## src/rtl/ysyx_23060075_sram_arbiter.sv

```systemverilog
// ysyx_23060075_sram_arbiter
//
// Two-master round-robin arbiter and sequencer for the single read port of
// ysyx_23060075_sram. Master 0 (IFU) and master 1 (LSU) issue word reads on
// a valid/ready request channel and each receive a one-cycle response pulse.
// Each transaction is guarded by a timeout watchdog.
//
// Ports:
//   clk, rst                  clock, synchronous active-high reset
//   mN_arvalid / mN_araddr    master N read request and address
//   mN_arready                request accepted (combinational, IDLE only)
//   mN_rvalid                 one-cycle response pulse for master N
//   mN_rdata                  response data (shared data register)
//   mN_rerr                   timeout flag, valid with mN_rvalid
//   s_raddr                   SRAM address, held from REQ through WAIT
//   s_rvalid                  SRAM start pulse (one cycle, in REQ)
//   s_rready / s_rdata        SRAM data-ready pulse and data
//   busy                      high whenever the sequencer is not IDLE

`ifndef ysyx_23060075_ISA_WIDTH
`define ysyx_23060075_ISA_WIDTH 32
`endif

module ysyx_23060075_sram_arbiter #(
  parameter int W       = `ysyx_23060075_ISA_WIDTH,
  parameter int TIMEOUT = 16
) (
  input  logic         clk,
  input  logic         rst,

  input  logic         m0_arvalid,
  input  logic [W-1:0] m0_araddr,
  output logic         m0_arready,
  output logic         m0_rvalid,
  output logic [W-1:0] m0_rdata,
  output logic         m0_rerr,

  input  logic         m1_arvalid,
  input  logic [W-1:0] m1_araddr,
  output logic         m1_arready,
  output logic         m1_rvalid,
  output logic [W-1:0] m1_rdata,
  output logic         m1_rerr,

  output logic [W-1:0] s_raddr,
  output logic         s_rvalid,
  input  logic         s_rready,
  input  logic [W-1:0] s_rdata,

  output logic         busy
);

  localparam int            TW    = $clog2(TIMEOUT + 1);
  localparam logic [TW-1:0] TLAST = TW'(TIMEOUT - 1);

  typedef enum logic [1:0] {
    IDLE,
    REQ,
    WAIT,
    RESP
  } state_t;

  state_t        state_q, state_d;
  logic          last_q;
  logic          gnt_q;
  logic          err_q;
  logic [W-1:0]  addr_q;
  logic [W-1:0]  data_q;
  logic [TW-1:0] tcnt_q;

  logic          winner;
  logic          accept;

  // Round-robin pick: a lone requester always wins; on a tie the master that
  // did not win the previous accept gets the grant.
  always_comb begin
    winner = m1_arvalid;
    if (m0_arvalid && m1_arvalid) begin
      winner = ~last_q;
    end
  end

  // arready is gated by rst so nothing is accepted while reset is held.
  assign accept = (state_q == IDLE) && !rst && (m0_arvalid || m1_arvalid);

  // Next-state and per-state strobes.
  always_comb begin
    state_d    = state_q;
    m0_arready = 1'b0;
    m1_arready = 1'b0;
    s_rvalid   = 1'b0;
    m0_rvalid  = 1'b0;
    m1_rvalid  = 1'b0;
    case (state_q)
      IDLE: begin
        if (accept) begin
          m0_arready = ~winner;
          m1_arready = winner;
          state_d    = REQ;
        end
      end
      REQ: begin
        s_rvalid = 1'b1;
        state_d  = WAIT;
      end
      WAIT: begin
        if (s_rready || (tcnt_q == TLAST)) begin
          state_d = RESP;
        end
      end
      RESP: begin
        m0_rvalid = ~gnt_q;
        m1_rvalid = gnt_q;
        state_d   = IDLE;
      end
      default: begin
        state_d = IDLE;
      end
    endcase
  end

  // The SRAM samples its address late, so the latched address is presented
  // for the whole REQ/WAIT window and forced to zero elsewhere.
  assign s_raddr  = ((state_q == REQ) || (state_q == WAIT)) ? addr_q : '0;
  assign busy     = (state_q != IDLE);
  assign m0_rdata = data_q;
  assign m1_rdata = data_q;
  assign m0_rerr  = m0_rvalid & err_q;
  assign m1_rerr  = m1_rvalid & err_q;

  // State register plus transaction bookkeeping. s_rready only matters in
  // WAIT, which is what discards stray replies after a timeout or reset.
  always_ff @(posedge clk) begin
    if (rst) begin
      state_q <= IDLE;
      last_q  <= 1'b1;
      gnt_q   <= 1'b0;
      addr_q  <= '0;
      data_q  <= '0;
      err_q   <= 1'b0;
      tcnt_q  <= '0;
    end else begin
      state_q <= state_d;
      case (state_q)
        IDLE: begin
          if (accept) begin
            gnt_q  <= winner;
            last_q <= winner;
            addr_q <= winner ? m1_araddr : m0_araddr;
          end
        end
        REQ: begin
          tcnt_q <= '0;
        end
        WAIT: begin
          if (s_rready) begin
            data_q <= s_rdata;
            err_q  <= 1'b0;
          end else if (tcnt_q == TLAST) begin
            data_q <= '0;
            err_q  <= 1'b1;
          end else begin
            tcnt_q <= tcnt_q + TW'(1);
          end
        end
        default: begin
        end
      endcase
    end
  end

endmodule

```

## config.mk

```make
export PLATFORM = sky130hd
export DESIGN_NAME = ysyx_23060075_sram_arbiter
export DESIGN_NICKNAME = d
export VERILOG_FILES = /design/src/rtl/ysyx_23060075_sram_arbiter.sv
export SDC_FILE = /design/constraint.sdc
export NUM_CORES = 1
export LEC_CHECK = 0
export ABC_AREA = 1
export BUFFER_PORTS_ARGS = -buffer_cell sky130_fd_sc_hd__buf_2
export CORE_ASPECT_RATIO = 0.9
export CORE_MARGIN = 2
export CORE_UTILIZATION = 30
export CTS_BUF_LIST = sky130_fd_sc_hd__clkbuf_8 sky130_fd_sc_hd__clkbuf_16
export DETAILED_ROUTE_END_ITERATION = 7
export PLACE_DENSITY = 0.64
export SKIP_CTS_REPAIR_TIMING = 1
export SYNTH_ARGS = -nofsm -noshare
export SYNTH_HDL_FRONTEND = slang
export SYNTH_SLANG_ARGS = --single-unit
```

## constraint.sdc

```tcl
create_clock -name clk -period 1.7 [get_ports clk]
set_clock_uncertainty 0.05 [all_clocks]
set_input_delay 0.51 -clock clk [delete_from_list [all_inputs] [get_ports clk]]
set_output_delay 0.51 -clock clk [all_outputs]
set_load 0.03 [all_outputs]
```

* After elaboration in Yosys (flattened, before gate mapping) *
Index checks and enable logic that the tools add are counted.
W data, S select, Z words.

word-level totals
  register bits = 74
  bits in latches = 0
  bits in writable memories = 0
  bits in read-only memories = 0
  memories kept = 0

cells by class
  add/subtract/negate cells = 1
  multiply operators = 0
  divide/modulo/power cells = 0
  $lt $le $gt $ge = 0
  equal/unequal tests = 8
  shift operators = 0
  multiplexer cells = 20
  bitwise gates (word level) = 5
  reduce and logical (&&, ||, !) cells = 15

operators with widths
  kind                   number
  $mux W32               4
  $mux W1                10
  $mux W5                2
  $pmux W5 S2            1
  $ne A2 B2 Y1 const B   4
  $pmux W2 S4            1
  $reduce_and A2 Y1      3
  $reduce_bool A2 Y1     3
  $add A5 B1 Y5 const B  1
  $eq A5 B4 Y1 const B   1
  $eq A2 B2 Y1 const B   2
  $mux W2                2
  $logic_and A1 B1 Y1    3
  $logic_or A1 B1 Y1     3
  $not A1 Y1             3
  $reduce_and A3 Y1      1
  $and A1 B1 Y1          2
  $eq A2 B1 Y1 const B   1
  $logic_not A2 Y1       1
  $logic_not A1 Y1       1

* Depth between registers and ports, before layout *
  word-level depth = 5
  mapped depth = 10
  depth with buffers taken out = 10

* Worst setup path before layout *
Ideal clock, no wire load.

  path kind = input-to-output
  from = in rst
  to = out m0_arready
  arrival = 1.488 ns
  data required time = 1.140 ns
  path slack = -0.348 ns
  stages = 7
  path through = buf_6 > clkinv_4 > nand2_2 > nor2_8 > inv_4 > buf_6 > nor2_1

between the ends
  longest elaborated chain between the ends = 5

ends and longest elaborated chain
  what                              line  source
  from (decl)                       29    input logic rst,
  $logic_not A1 Y1                  84    assign accept = (state_q == IDLE) && !rst && (m0_arvalid || m1_arvalid);
  $logic_and A1 B1 Y1 (2 in a row)  84
  $mux W1                           96    if (accept) begin
  $mux W1                           94    case (state_q)
  to (decl)                         33    output logic m0_arready,

No other way between the ends.

* Worst setup path in the final report *
  from = reg state_q[1]
  to = out s_raddr[7]

between the ends
  longest elaborated chain between the ends = 3
  elaborated cells on any way between the ends = 4
  classes of those cells = eq/ne: 2; mux: 1; reduce/logical: 1

ends and longest elaborated chain
  what                                          line  source
  from (decl)                                   63    state_t state_q, state_d;
  from (signal assigned)                        143   state_q <= state_d;
  $eq A2 B1 Y1 or $eq A2 B2 Y1 (tied branches)  124   assign s_raddr = ((state_q == REQ) || (state_q == WAIT)) ? addr_q : '0;
  $logic_or A1 B1 Y1 *                          124
  $mux W32 *                                    124
  to (decl)                                     45    output logic [W-1:0] s_raddr,

Mark *: on every way between the ends. The rest lies on a longest branch, timed or not.

==> reports/metrics.cfg <==
[yosys]
synthAdderAreaFrac=0.0197
synth-warning-count=0
synthXorXnorAreaFrac=0
synth.mux.area_fraction=0
yosysTopAreaCell=dfxtp_1
syn_inst=567
synth_top_cells_by_area=dfxtp_1, nand2_1, a21oi_1
ys_ff_latch=74
synth-compound-area-share=0.104
ys_seq_area_frac=0.389
yosysUniqueCellTypes=24
synth-simple-area-share=0.319
syn_avg_cell_area_sq_um=6.72
synth_nets=674
synth_top_cell_area_share=0.389
synth.cell_area_sq_um=3810
synth_top_family_by_area=simple AND/OR/NAND/NOR gates

[floorplanning]
start_util=0.304
die_h_um=111
die_area_sq_um=13600
die_x_um=123
core_area_sq_um=12500
pin_count=205
rows=39

[global_route]
grt_overflow=0
grt.total_usage=0.154
grt_first_pass_wirelength_mm=16.9
grt_pass1_vias=3592
antenna_found_initial=0
grt_max_degree=43

[pwr]
p_leak_nw=2.88
design_power_total_mw=7.57
seqPwrFrac=0.283
power_switching_mw=3.07
power_frac_comb=0.487
clkPwrFrac=0.230
switching_share=0.405
ir_drop_mv=0.541
p_int_mw=4.50
cellPowerDensity_nw_per_um2=1370

[clock_network]
clk_path_buf_depth=2
clockRootBuffer=clkbuf_16
tritoncts=built
clk-insertion-delay-late_ns=0.33
clock_sinks=74
cts_buffers=9
htree_num_levels=3
path_clk_slew_ns=0.06

[critical_path]
worst-setup-path-type=flip-flop to output port
cp_max_fo=7
critPathCaptureType=output port
cp-start-kind=flip-flop
worstPathRequired_ns=1.14
rrSetupSlack_ns=0.13
cp.arrival_ns=1.48

[detailed_routing]
wire_per_inst_um=12.2
vias=4078
route.detailed.drc=0
first_iter_violations=123
viasPerCell=4.48
first_pass_iters=4
routed_wl_mm=11.1
antenna_left=0

[timing]
finalMaxSlewViolations=0
min_period_over_period=1.20
fin_ws_ns=-0.338
fmax_mhz=491
fin_tns_setup_ns=-10.96
rsz0062_at_grt=true
period_needed_ns=2.04
relSlewSlack=0.688
worst_slew_pin_slew_ns=0.467
hold_viol_final=0
setup_viol=38
hold_ws_ns=0.374

[finish]
syn_to_final_growth_pct=45.6
drive_above_1_share=0.434
fin_nets=849
n_antenna_cell=0
layout_common_cells=nand2_1, buf_2, dfxtp_1
finalNonFillerCells=911
final_common_cell=nand2_1

[run_status]
violations=negative setup slack
outcome=complete, but fails checks

[placed_design]
hpwl_mm=7.65
gp_congestion=0.779
dp_cells=889
portBuffers=204

[worst_hold_path]
hp-class=input pin to flip-flop

[run]
cap_violations=0

-- logic make-up after synthesis --
kind of cell             count (synthesis)
AND/OR/NAND/NOR                        292
buffers and inverters                  117
AO/OA/AOI/OAI                           78
flip-flops                              74
adder cells (fa/ha/maj)                  6
-- sequential cells by signal, indices dropped and copies added (netlist names) --
| name | count |
|---|---|
| addr_q | 32 |
| m0_rdata | 32 |
| err_q | 1 |
| state_q | 2 |
| tcnt_q | 5 |
| last_q | 1 |
| gnt_q | 1 |
-- power by group through the flow --
| stage | Clock [mW] | Combinational, mW | Sequential (mW) |
|---|---|---|---|
| final | 1.74 | 3.69 | 2.14 |
| after global routing | 1.87 | 3.98 | 2.17 |
| after CTS | 1.79 | 2.87 | 2.12 |
| after detailed placement | 0 | 2.86 | 2.15 |
| after global placement | 0 | 2.87 | 2.15 |
| after floorplan | 0 | 2.03 | 2.30 |
-- stage by stage --
step                      area (sq um)  utilization  setup WS (ns)
after floorplan                   3870            -         -0.121
after global placement            4820        0.384        -0.0807
after detailed placement          4820        0.384        -0.0912
after CTS                         5090        0.406         -0.450
after global routing              5550        0.442         -0.399
final                             5550        0.442         -0.338
-- routing by layer --
layer | track usage | routed length (um)
met1 | 0.187 | 4770
met2 | 0.263 | 5290
met3 | 0.0437 | 917
met4 | 0.0460 | 131
met5 | 0 | 0
-- cell type report --
cell class              count  area [sq um]
clock inverters             6          33.8
flip-flops and latches     74          1480
repair buffers            233          1570
clock buffers              10           239
fillers                  1314          7000
well taps                 164           205
inverters                  48           188
multi-input cells         376          1820
-- synth_stat cells --
cell type and n:
nand2_2 3, inv_4 1, ha_1 6, clkinv_4 1, inv_2 2, a211oi_1 1, clkbuf_1 13, nand3_1 68
buf_2 12, inv_1 44, buf_4 38, o21ai_1 1, buf_1 1, nor2_4 1, o21ai_0 3, nor2_1 11
nor3_1 1, o21bai_1 1, buf_6 5, nor2_8 1, nand2_1 207, o21a_1 1, dfxtp_1 74, a21oi_1 71
-- worst max-delay path, cell delays in order, from the launching register on --
cell and delay, ns:
dfxtp_2 0.33, inv_2 0.05, ha_4 0.34, clkbuf_16 0.18, nand2_1 0.06, inv_2 0.05, buf_6 0.12
-- final timing paths --
check	from	to	cells after the start
min	s_rdata[25]	m0_rdata[25]	3
max reg2reg	state_q[1]	addr_q[13]	8
max	state_q[1]	s_raddr[7]	6
min reg2reg	addr_q[9]	addr_q[9]	2
No activity file was read; power rests on OpenSTA's default activity.
